`src/rtl/pipeline_hazard_ctrl_pkg.sv`:
```
// Shared constants and types for the 5-stage RISC pipeline hazard controller.
// Holds register-file geometry, the no-op encoding, the opcode numbers of the
// instructions the controller cares about, and the multiplier sequencer states.
package pipeline_hazard_ctrl_pkg;

    localparam int unsigned NUM_REGS  = 16;
    localparam int unsigned REG_IDX_W = 4;

    // Encoding injected into the OF/EX latch for a bubble (opcode 13 = nop)
    localparam logic [31:0] NOP_INSTR = 32'h6800_0000;

    // Opcode field values, instr[31:27]
    localparam logic [4:0] OP_MUL  = 5'd2;
    localparam logic [4:0] OP_LD   = 5'd14;
    localparam logic [4:0] OP_BEQ  = 5'd16;
    localparam logic [4:0] OP_BGT  = 5'd17;
    localparam logic [4:0] OP_B    = 5'd18;
    localparam logic [4:0] OP_CALL = 5'd19;
    localparam logic [4:0] OP_RET  = 5'd20;

    typedef enum logic {
        MUL_IDLE = 1'b0,
        MUL_BUSY = 1'b1
    } mul_state_e;

endpackage

```
`src/rtl/pipeline_hazard_ctrl_if.sv`:
```
// Bundle of the operand-fetch, branch-resolve and writeback signals seen by the
// hazard controller, plus the pipeline control lines it returns.
//   master : pipeline side (drives OF/EX/RW info, receives stall/flush/issue)
//   slave  : hazard controller
interface pipeline_hazard_ctrl_if;
    import pipeline_hazard_ctrl_pkg::*;

    logic                 of_valid;
    logic [REG_IDX_W-1:0] of_rs1;
    logic                 of_rs1_used;
    logic [REG_IDX_W-1:0] of_rs2;
    logic                 of_rs2_used;
    logic [REG_IDX_W-1:0] of_rd;
    logic                 of_wb;
    logic                 of_is_mul;
    logic                 of_is_ld;
    logic                 ex_branch_taken;
    logic                 rw_valid;
    logic [REG_IDX_W-1:0] rw_rd;

    logic                 stall_if;
    logic                 stall_of;
    logic                 bubble_ex;
    logic                 flush;
    logic                 issue;
    logic                 mul_start;
    logic                 mul_busy;

    modport master (
        output of_valid, of_rs1, of_rs1_used, of_rs2, of_rs2_used, of_rd, of_wb,
               of_is_mul, of_is_ld, ex_branch_taken, rw_valid, rw_rd,
        input  stall_if, stall_of, bubble_ex, flush, issue, mul_start, mul_busy
    );

    modport slave (
        input  of_valid, of_rs1, of_rs1_used, of_rs2, of_rs2_used, of_rd, of_wb,
               of_is_mul, of_is_ld, ex_branch_taken, rw_valid, rw_rd,
        output stall_if, stall_of, bubble_ex, flush, issue, mul_start, mul_busy
    );
endinterface

```
`src/rtl/pipeline_hazard_ctrl_reg_scoreboard.sv`:
```
// Per-register pending-write counters.
//   clk, reset (sync, active-low)   : clock / clear all counters
//   inc_en/inc_idx                  : an issued instruction will write inc_idx
//   dec_en/dec_idx                  : RW stage wrote dec_idx this cycle
//   rs1_idx/rs2_idx -> rs1/rs2_pend : source has an outstanding write
//                                     (only built without FORWARDING_EN)
//   rd_idx -> rd_full               : destination counter is saturated
module reg_scoreboard
    import pipeline_hazard_ctrl_pkg::*;
#(
    parameter int unsigned CNT_W = 2
) (
    input  logic                 clk,
    input  logic                 reset,
    input  logic                 inc_en,
    input  logic [REG_IDX_W-1:0] inc_idx,
    input  logic                 dec_en,
    input  logic [REG_IDX_W-1:0] dec_idx,
`ifndef FORWARDING_EN
    input  logic [REG_IDX_W-1:0] rs1_idx,
    input  logic [REG_IDX_W-1:0] rs2_idx,
    output logic                 rs1_pend,
    output logic                 rs2_pend,
`endif
    input  logic [REG_IDX_W-1:0] rd_idx,
    output logic                 rd_full
);

    localparam logic [CNT_W-1:0] CNT_MAX = '1;

    logic [CNT_W-1:0] cnt [NUM_REGS];

    // Inc and dec of the same register cancel; inc saturates, dec clamps at 0
    always_ff @(posedge clk) begin
        if (!reset) begin
            for (int i = 0; i < NUM_REGS; i++) cnt[i] <= '0;
        end else begin
            for (int i = 0; i < NUM_REGS; i++) begin
                if (inc_en && inc_idx == REG_IDX_W'(i) &&
                    !(dec_en && dec_idx == REG_IDX_W'(i))) begin
                    if (cnt[i] != CNT_MAX) cnt[i] <= cnt[i] + CNT_W'(1);
                end else if (dec_en && dec_idx == REG_IDX_W'(i) &&
                             !(inc_en && inc_idx == REG_IDX_W'(i))) begin
                    if (cnt[i] != '0) cnt[i] <= cnt[i] - CNT_W'(1);
                end
            end
        end
    end

`ifndef FORWARDING_EN
    assign rs1_pend = (cnt[rs1_idx] != '0);
    assign rs2_pend = (cnt[rs2_idx] != '0);
`endif
    assign rd_full  = (cnt[rd_idx] == CNT_MAX);

endmodule

```
`src/rtl/pipeline_hazard_ctrl.sv`:
```
// Interlock / sequencing controller beside the OF stage: stalls IF/OF on RAW
// hazards (scoreboard), sequences the multi-cycle multiplier and flushes IF/OF
// after taken branches. Outputs are combinational from state plus inputs and
// are forced low while reset is asserted.
//   clk, reset (sync, active-low)
//   bus (slave) : OF instruction info, branch-taken, RW writeback in;
//                 stall_if/stall_of/bubble_ex/flush/issue/mul_start/mul_busy out
// Build option FORWARDING_EN: bypass network present, only load-use interlocks.
module pipeline_hazard_ctrl
    import pipeline_hazard_ctrl_pkg::*;
#(
    parameter int unsigned CNT_W        = 2,
    parameter int unsigned MUL_LAT      = 3,
    parameter int unsigned FLUSH_CYCLES = 1
) (
    input  logic                  clk,
    input  logic                  reset,
    pipeline_hazard_ctrl_if.slave bus
);

    localparam int unsigned MC_W = 3;
    localparam int unsigned FL_W = 2;

    mul_state_e       state_q, state_d;
    logic [MC_W-1:0]  mcnt_q, mcnt_d;
    logic [FL_W-1:0]  fcnt_q;
    logic             mul_start_c;
    logic             flush_c, busy_c, src_haz_c, hazard_c, stall_c, issue_c;
    logic             rd_full;

`ifdef FORWARDING_EN
    logic                 ld_q;
    logic [REG_IDX_W-1:0] ld_rd_q;

    // Only a load issued last cycle can't be bypassed in time
    assign src_haz_c = ld_q && ((bus.of_rs1_used && bus.of_rs1 == ld_rd_q) ||
                                (bus.of_rs2_used && bus.of_rs2 == ld_rd_q));

    always_ff @(posedge clk) begin
        if (!reset) begin
            ld_q    <= 1'b0;
            ld_rd_q <= '0;
        end else begin
            ld_q    <= issue_c && bus.of_is_ld && bus.of_wb;
            ld_rd_q <= bus.of_rd;
        end
    end
`else
    logic rs1_pend, rs2_pend;

    assign src_haz_c = (bus.of_rs1_used && rs1_pend) || (bus.of_rs2_used && rs2_pend);
`endif

    reg_scoreboard #(.CNT_W(CNT_W)) u_sb (
        .clk      (clk),
        .reset    (reset),
        .inc_en   (issue_c && bus.of_wb),
        .inc_idx  (bus.of_rd),
        .dec_en   (bus.rw_valid),
        .dec_idx  (bus.rw_rd),
`ifndef FORWARDING_EN
        .rs1_idx  (bus.of_rs1),
        .rs2_idx  (bus.of_rs2),
        .rs1_pend (rs1_pend),
        .rs2_pend (rs2_pend),
`endif
        .rd_idx   (bus.of_rd),
        .rd_full  (rd_full)
    );

    // Hazard/stall/issue decode; a saturated destination counter also holds issue
    always_comb begin
        flush_c  = bus.ex_branch_taken || (fcnt_q != '0);
        busy_c   = (state_q == MUL_BUSY);
        hazard_c = bus.of_valid && (src_haz_c || (bus.of_wb && rd_full));
        stall_c  = hazard_c || busy_c;
        issue_c  = reset && bus.of_valid && !stall_c && !flush_c;
    end

    // Multiplier sequencer next-state
    always_comb begin
        state_d     = state_q;
        mcnt_d      = mcnt_q;
        mul_start_c = 1'b0;
        case (state_q)
            MUL_IDLE: begin
                if (issue_c && bus.of_is_mul) begin
                    mul_start_c = 1'b1;
                    mcnt_d      = MC_W'(MUL_LAT - 1);
                    state_d     = MUL_BUSY;
                end
            end
            MUL_BUSY: begin
                if (mcnt_q == '0) state_d = MUL_IDLE;
                else              mcnt_d  = mcnt_q - MC_W'(1);
            end
            default: state_d = MUL_IDLE;
        endcase
    end

    // State registers; a new taken branch reloads the flush hold counter
    always_ff @(posedge clk) begin
        if (!reset) begin
            state_q <= MUL_IDLE;
            mcnt_q  <= '0;
            fcnt_q  <= '0;
        end else begin
            state_q <= state_d;
            mcnt_q  <= mcnt_d;
            if (bus.ex_branch_taken)  fcnt_q <= FL_W'(FLUSH_CYCLES - 1);
            else if (fcnt_q != '0)    fcnt_q <= fcnt_q - FL_W'(1);
        end
    end

    // Flush wins over stall
    always_comb begin
        bus.stall_if  = reset && stall_c && !flush_c;
        bus.stall_of  = reset && stall_c && !flush_c;
        bus.bubble_ex = reset && stall_c && !flush_c;
        bus.flush     = reset && flush_c;
        bus.issue     = issue_c;
        bus.mul_start = mul_start_c;
        bus.mul_busy  = reset && busy_c;
    end

endmodule

```
`src/flat_wrapper.sv`:
```
// flat-port wrapper written by rule: the top's interface ports become plain ports
module pipeline_hazard_ctrl_flat import pipeline_hazard_ctrl_pkg::*;
#(
    parameter int unsigned CNT_W        = 2,
    parameter int unsigned MUL_LAT      = 3,
    parameter int unsigned FLUSH_CYCLES = 1
)
  (clk, reset, bus_of_valid, bus_of_rs1, bus_of_rs1_used, bus_of_rs2, bus_of_rs2_used, bus_of_rd, bus_of_wb, bus_of_is_mul, bus_of_is_ld, bus_ex_branch_taken, bus_rw_valid, bus_rw_rd, bus_stall_if, bus_stall_of, bus_bubble_ex, bus_flush, bus_issue, bus_mul_start, bus_mul_busy);
  pipeline_hazard_ctrl_if bus_i ();
  input  logic clk;
  input  logic reset;
  input wire logic [$bits(bus_i.of_valid)-1:0] bus_of_valid;
  input wire logic [$bits(bus_i.of_rs1)-1:0] bus_of_rs1;
  input wire logic [$bits(bus_i.of_rs1_used)-1:0] bus_of_rs1_used;
  input wire logic [$bits(bus_i.of_rs2)-1:0] bus_of_rs2;
  input wire logic [$bits(bus_i.of_rs2_used)-1:0] bus_of_rs2_used;
  input wire logic [$bits(bus_i.of_rd)-1:0] bus_of_rd;
  input wire logic [$bits(bus_i.of_wb)-1:0] bus_of_wb;
  input wire logic [$bits(bus_i.of_is_mul)-1:0] bus_of_is_mul;
  input wire logic [$bits(bus_i.of_is_ld)-1:0] bus_of_is_ld;
  input wire logic [$bits(bus_i.ex_branch_taken)-1:0] bus_ex_branch_taken;
  input wire logic [$bits(bus_i.rw_valid)-1:0] bus_rw_valid;
  input wire logic [$bits(bus_i.rw_rd)-1:0] bus_rw_rd;
  output wire logic [$bits(bus_i.stall_if)-1:0] bus_stall_if;
  output wire logic [$bits(bus_i.stall_of)-1:0] bus_stall_of;
  output wire logic [$bits(bus_i.bubble_ex)-1:0] bus_bubble_ex;
  output wire logic [$bits(bus_i.flush)-1:0] bus_flush;
  output wire logic [$bits(bus_i.issue)-1:0] bus_issue;
  output wire logic [$bits(bus_i.mul_start)-1:0] bus_mul_start;
  output wire logic [$bits(bus_i.mul_busy)-1:0] bus_mul_busy;
  assign bus_i.of_valid = bus_of_valid;
  assign bus_i.of_rs1 = bus_of_rs1;
  assign bus_i.of_rs1_used = bus_of_rs1_used;
  assign bus_i.of_rs2 = bus_of_rs2;
  assign bus_i.of_rs2_used = bus_of_rs2_used;
  assign bus_i.of_rd = bus_of_rd;
  assign bus_i.of_wb = bus_of_wb;
  assign bus_i.of_is_mul = bus_of_is_mul;
  assign bus_i.of_is_ld = bus_of_is_ld;
  assign bus_i.ex_branch_taken = bus_ex_branch_taken;
  assign bus_i.rw_valid = bus_rw_valid;
  assign bus_i.rw_rd = bus_rw_rd;
  assign bus_stall_if = bus_i.stall_if;
  assign bus_stall_of = bus_i.stall_of;
  assign bus_bubble_ex = bus_i.bubble_ex;
  assign bus_flush = bus_i.flush;
  assign bus_issue = bus_i.issue;
  assign bus_mul_start = bus_i.mul_start;
  assign bus_mul_busy = bus_i.mul_busy;
  pipeline_hazard_ctrl #(.CNT_W(CNT_W), .MUL_LAT(MUL_LAT), .FLUSH_CYCLES(FLUSH_CYCLES)) u_core (.clk(clk), .reset(reset), .bus(bus_i));
endmodule
```
`config.mk`:
```
export PLATFORM = sky130hd
export DESIGN_NAME = pipeline_hazard_ctrl_flat
export DESIGN_NICKNAME = d
export VERILOG_FILES = /design/src/rtl/pipeline_hazard_ctrl_pkg.sv /design/src/rtl/pipeline_hazard_ctrl_if.sv /design/src/rtl/pipeline_hazard_ctrl_reg_scoreboard.sv /design/src/rtl/pipeline_hazard_ctrl.sv /design/src/flat_wrapper.sv
export SDC_FILE = /design/constraint.sdc
export NUM_CORES = 1
export LEC_CHECK = 0
export CAP_MARGIN = 5
export CORE_ASPECT_RATIO = 2
export CORE_MARGIN = 5
export CORE_UTILIZATION = 45
export CTS_CLUSTER_SIZE = 10
export DETAILED_ROUTE_END_ITERATION = 10
export PLACE_DENSITY_LB_ADDON = 0.25
export SLEW_MARGIN = 20
export SYNTH_ARGS = -nofsm -noshare
export SYNTH_HDL_FRONTEND = slang
export SYNTH_SLANG_ARGS = --single-unit
```
`constraint.sdc`:
```
create_clock -name clk -period 2.9 [get_ports clk]
set_clock_uncertainty 0.05 [all_clocks]
set_input_delay 0.29 -clock clk [delete_from_list [all_inputs] [get_ports clk]]
set_output_delay 0.29 -clock clk [all_outputs]
set_load 0.005 [all_outputs]
```
==> run metrics, run 1 <==
RSZ-0062 raised after global routing=yes; die width=just over 70 µm; Antenna Nets Post-Route=0; Syn Area/Cell=~8.6 µm²; gr ovfl total=0; fin. max-slew vios=0; final hold vios=0; final-report setup violation count=50; synthesized netlist cell count=between 400 and 500; root buffer cell=clkbuf_16; via count of the first global-routing pass=4095; #FFs+latches synth=38; GP Congestion=around 0.96; Max Cap Violations=0; Critical-path top delay cell=or4_4; Post-Syn Area=between 3000 and 4000 µm²; Synth Net Count=about 440; starting density of the core=between 40% and 50%; Die Y=roughly 130 µm; IO Port Bufs=31; drt first pass iters=6; crit path launch type=flop; largest net degree at the start of global routing=33; largest area contributor in the netlist=edfxtp_1; period utilization=109%; hold_buf cts=0; status=complete, but fails checks; ranking of synthesized cells by area=edfxtp_1 27%, mux4_2 7.7%, nor2_1 5.9%, dfxtp_1 3.4%, o31ai_1 3.4%; clk buf depth=2; EDFF count, synth=32; Num CTS Buffers=5; Final HPWL DP=9630 µm; DRC viols=0; most frequent cells in the layout=101 x buf_4, 53 x nor2_1, 32 x edfxtp_1, 26 x nand2_1, 23 x clkdlybuf4s50_1; Clock Latency Late Sink=about 290 ps; Max Fclk=approximately 0.32 GHz; clk sink count=38; share of flip-flops with an asynchronous set or reset=0%; Seq/Total Area, Yosys=30.8%; Post-Place Setup Slack=-685 ps; Yosys Warn Count=0; worst-path maximum fanout=19; row count=45; Core ar.=~7600 µm²; total wire length=approximately 13000 µm; most used cell along the critical path=buf_6; Ports=33; violated checks=negative setup slack; Vias/cell=6.38; filler cell count=roughly 620; final std cells w/o fill=approximately 630; fin util=~69%; Sequential Area=~1100 µm²; Worst EP arrival=approximately 3200 ps; Required @ worst endpoint=about 3000 ps; fin worst setup slack=-265 ps; leakage=a little over 2 nW; Yosys cell types=57; layout cells sized above 1=a little under two fifths; post-route minimum period=approximately 3200 ps; Primary FF master, synth=edfxtp_1; fin nets=562; initial antenna violation count=0; Inst Count DP=605; Reg clk slew, reported paths=about 60 ps; die area=9780 µm²; Design Area, Final=5220 µm²; H-tree Lvls=2; Tightest Hold Check Type=flop to flop; Synth-to-Final Area Change=48.4%; Max IR drop VDD=just under 0.5 mV; Crit path largest cell delay=about 540 ps; antenna cell count=0; GR Util All Layers=about 27%; Crit path buffers/inverters=2; area of the multi-input gates=roughly 2600 µm²; commonest non-fill, non-tap cell in the layout=buf_4; Post-DP Area=~4600 µm²; Slew headroom=between 30 and 40%; critical path, cell by cell=mux4_2, o211a_1, o21a_1, buf_6, or4_4, buf_6, o311a_1, nor4_2; first-pass GRT wire length=20600 µm; CTS tree=built; Worst Tran Pin Value=923 ps; DR WL/cell=around 20 µm; P per Cell Area=339 nW/µm²; Vias=about 4000; total power=1.77 mW; crit path kind=flop to flop; Initial DRC Count=about 320; share of the synthesized area in the top cell type=27.3%; kind of cell adding the most delay to the critical path=compound AO/OA/AOI/OAI gates; endpoint class of the critical path=flop
-- worst register-to-register path: stages, from the launching register on --
cell,delay [ps]
edfxtp_1,480
mux4_2,510
o211a_1,240
o21a_1,200
buf_6,120
or4_4,540
buf_6,210
o311a_1,390
nor4_2,250
-- routing by layer --
| layer | up-vias | GRT usage [%] | share of wire, % |
|---|---|---|---|
| li1 | 1833 | - | - |
| met5 | - | 0 | 0 |
| met2 | 166 | 48.7 | 54 |
| met1 | 1938 | 28.8 | 35 |
| met3 | 55 | 4.02 | 5.2 |
| met4 | 0 | 18.3 | 6.1 |
-- flip-flops by register name, summed over array words and instances, names as in the netlist --
signal and cells:
u_core.mcnt_q 3, u_core.busy_c 1, u_core.u_sb.cnt 32, u_core.fcnt_q 2
-- logic make-up after synthesis --
family	synth area share, %
AND/OR/NAND/NOR	31.7
AO/OA/AOI/OAI	19.9
buffers and inverters	5.62
flip-flops	30.8
multiplexers	9.97
adder cells (fa/ha/maj)	1.78
XOR/XNOR	0.249
-- synth_stat cells, types with 3 or more instances --
| master | instances |
|---|---|
| buf_2 | 5 |
| a31o_2 | 4 |
| nor2_1 | 55 |
| nand3b_1 | 5 |
| a211oi_1 | 3 |
| nor2b_1 | 5 |
| a2111oi_0 | 6 |
| or3b_2 | 12 |
| or4_1 | 4 |
| nand3_1 | 13 |
| or2_2 | 4 |
| nand2_1 | 26 |
| nor4_1 | 8 |
| a21oi_1 | 20 |
| buf_6 | 3 |
| edfxtp_1 | 32 |
| nand2b_1 | 11 |
| mux2i_1 | 8 |
| a21o_1 | 5 |
| o31ai_1 | 16 |
| and3_1 | 6 |
| ha_1 | 5 |
| nor3_1 | 23 |
| or3_1 | 6 |
| nor3b_1 | 4 |
| a211o_1 | 4 |
| mux4_2 | 12 |
| clkbuf_1 | 17 |
| dfxtp_1 | 6 |
| nand4_1 | 9 |
| inv_1 | 13 |
| o211ai_1 | 6 |
| o21ai_0 | 10 |
| and2_1 | 4 |
| o311a_1 | 4 |
| o311ai_0 | 5 |
-- per-stage QoR --
stage | hold WS [ps] | TNS [ps]
final | 418 | -6400
after floorplan | 394 | -1450
after global routing | 454 | -10590
after global placement | 402 | -28920
after CTS | 423 | -5950
after detailed placement | 414 | -31570
-- path summary, 6_finish.rpt --
kind	depth (start not counted)	slack, ps	start	to
setup / recovery	8	-270	u_core.u_sb.cnt[7][1]$_SDFFCE_PN0P_	u_core.u_sb.cnt[14][1]$_SDFFCE_PN0P_
hold / removal	2	420	u_core.mcnt_q[0]$_SDFFE_PN0P_	u_core.mcnt_q[0]$_SDFFE_PN0P_
setup reg to reg	8	-270	u_core.u_sb.cnt[7][1]$_SDFFCE_PN0P_	u_core.u_sb.cnt[14][1]$_SDFFCE_PN0P_
hold reg to reg	2	420	u_core.mcnt_q[0]$_SDFFE_PN0P_	u_core.mcnt_q[0]$_SDFFE_PN0P_
-- timing repair --
| item | 4_1_cts | 5_1_grt |
|---|---|---|
| buffers inserted | 10 | 2 |
| endpoints found under the setup margin | 59 | 58 |
| pin swaps | 14 | 16 |
| gates resized for setup | 55 | 34 |
| cloned | 2 | 0 |
-- report_power, final --
part | internal [mW] | leakage, nW | switching, mW | total, mW
Sequential | 0.621 | 0.378 | 0.0247 | 0.645
Clock | 0.403 | 0.0836 | 0.235 | 0.638
Combinational | 0.233 | 1.59 | 0.251 | 0.484
-- area by class of cell --
cell class                 instances  area share [%]
clock inverter                     3           0.768
clock buffer                       5            2.40
multi-input combinational        328            49.6
inverter                          14            1.01
sequential                        38            20.7
tap                               94            2.25
timing repair buffer             144            23.3
Note: power is estimated with default switching activity, not from simulation.
==> inputs of run 2 (changes only) <==
--- a/config.mk
+++ b/config.mk
@@ -9,7 +9,6 @@
 export CORE_ASPECT_RATIO = 2
 export CORE_MARGIN = 5
 export CORE_UTILIZATION = 45
-export CTS_CLUSTER_SIZE = 10
 export DETAILED_ROUTE_END_ITERATION = 10
 export PLACE_DENSITY_LB_ADDON = 0.25
 export SLEW_MARGIN = 20
==> results of run 2 <==
Same layout as run 1: the final DEF is identical, and so are final timing and power.
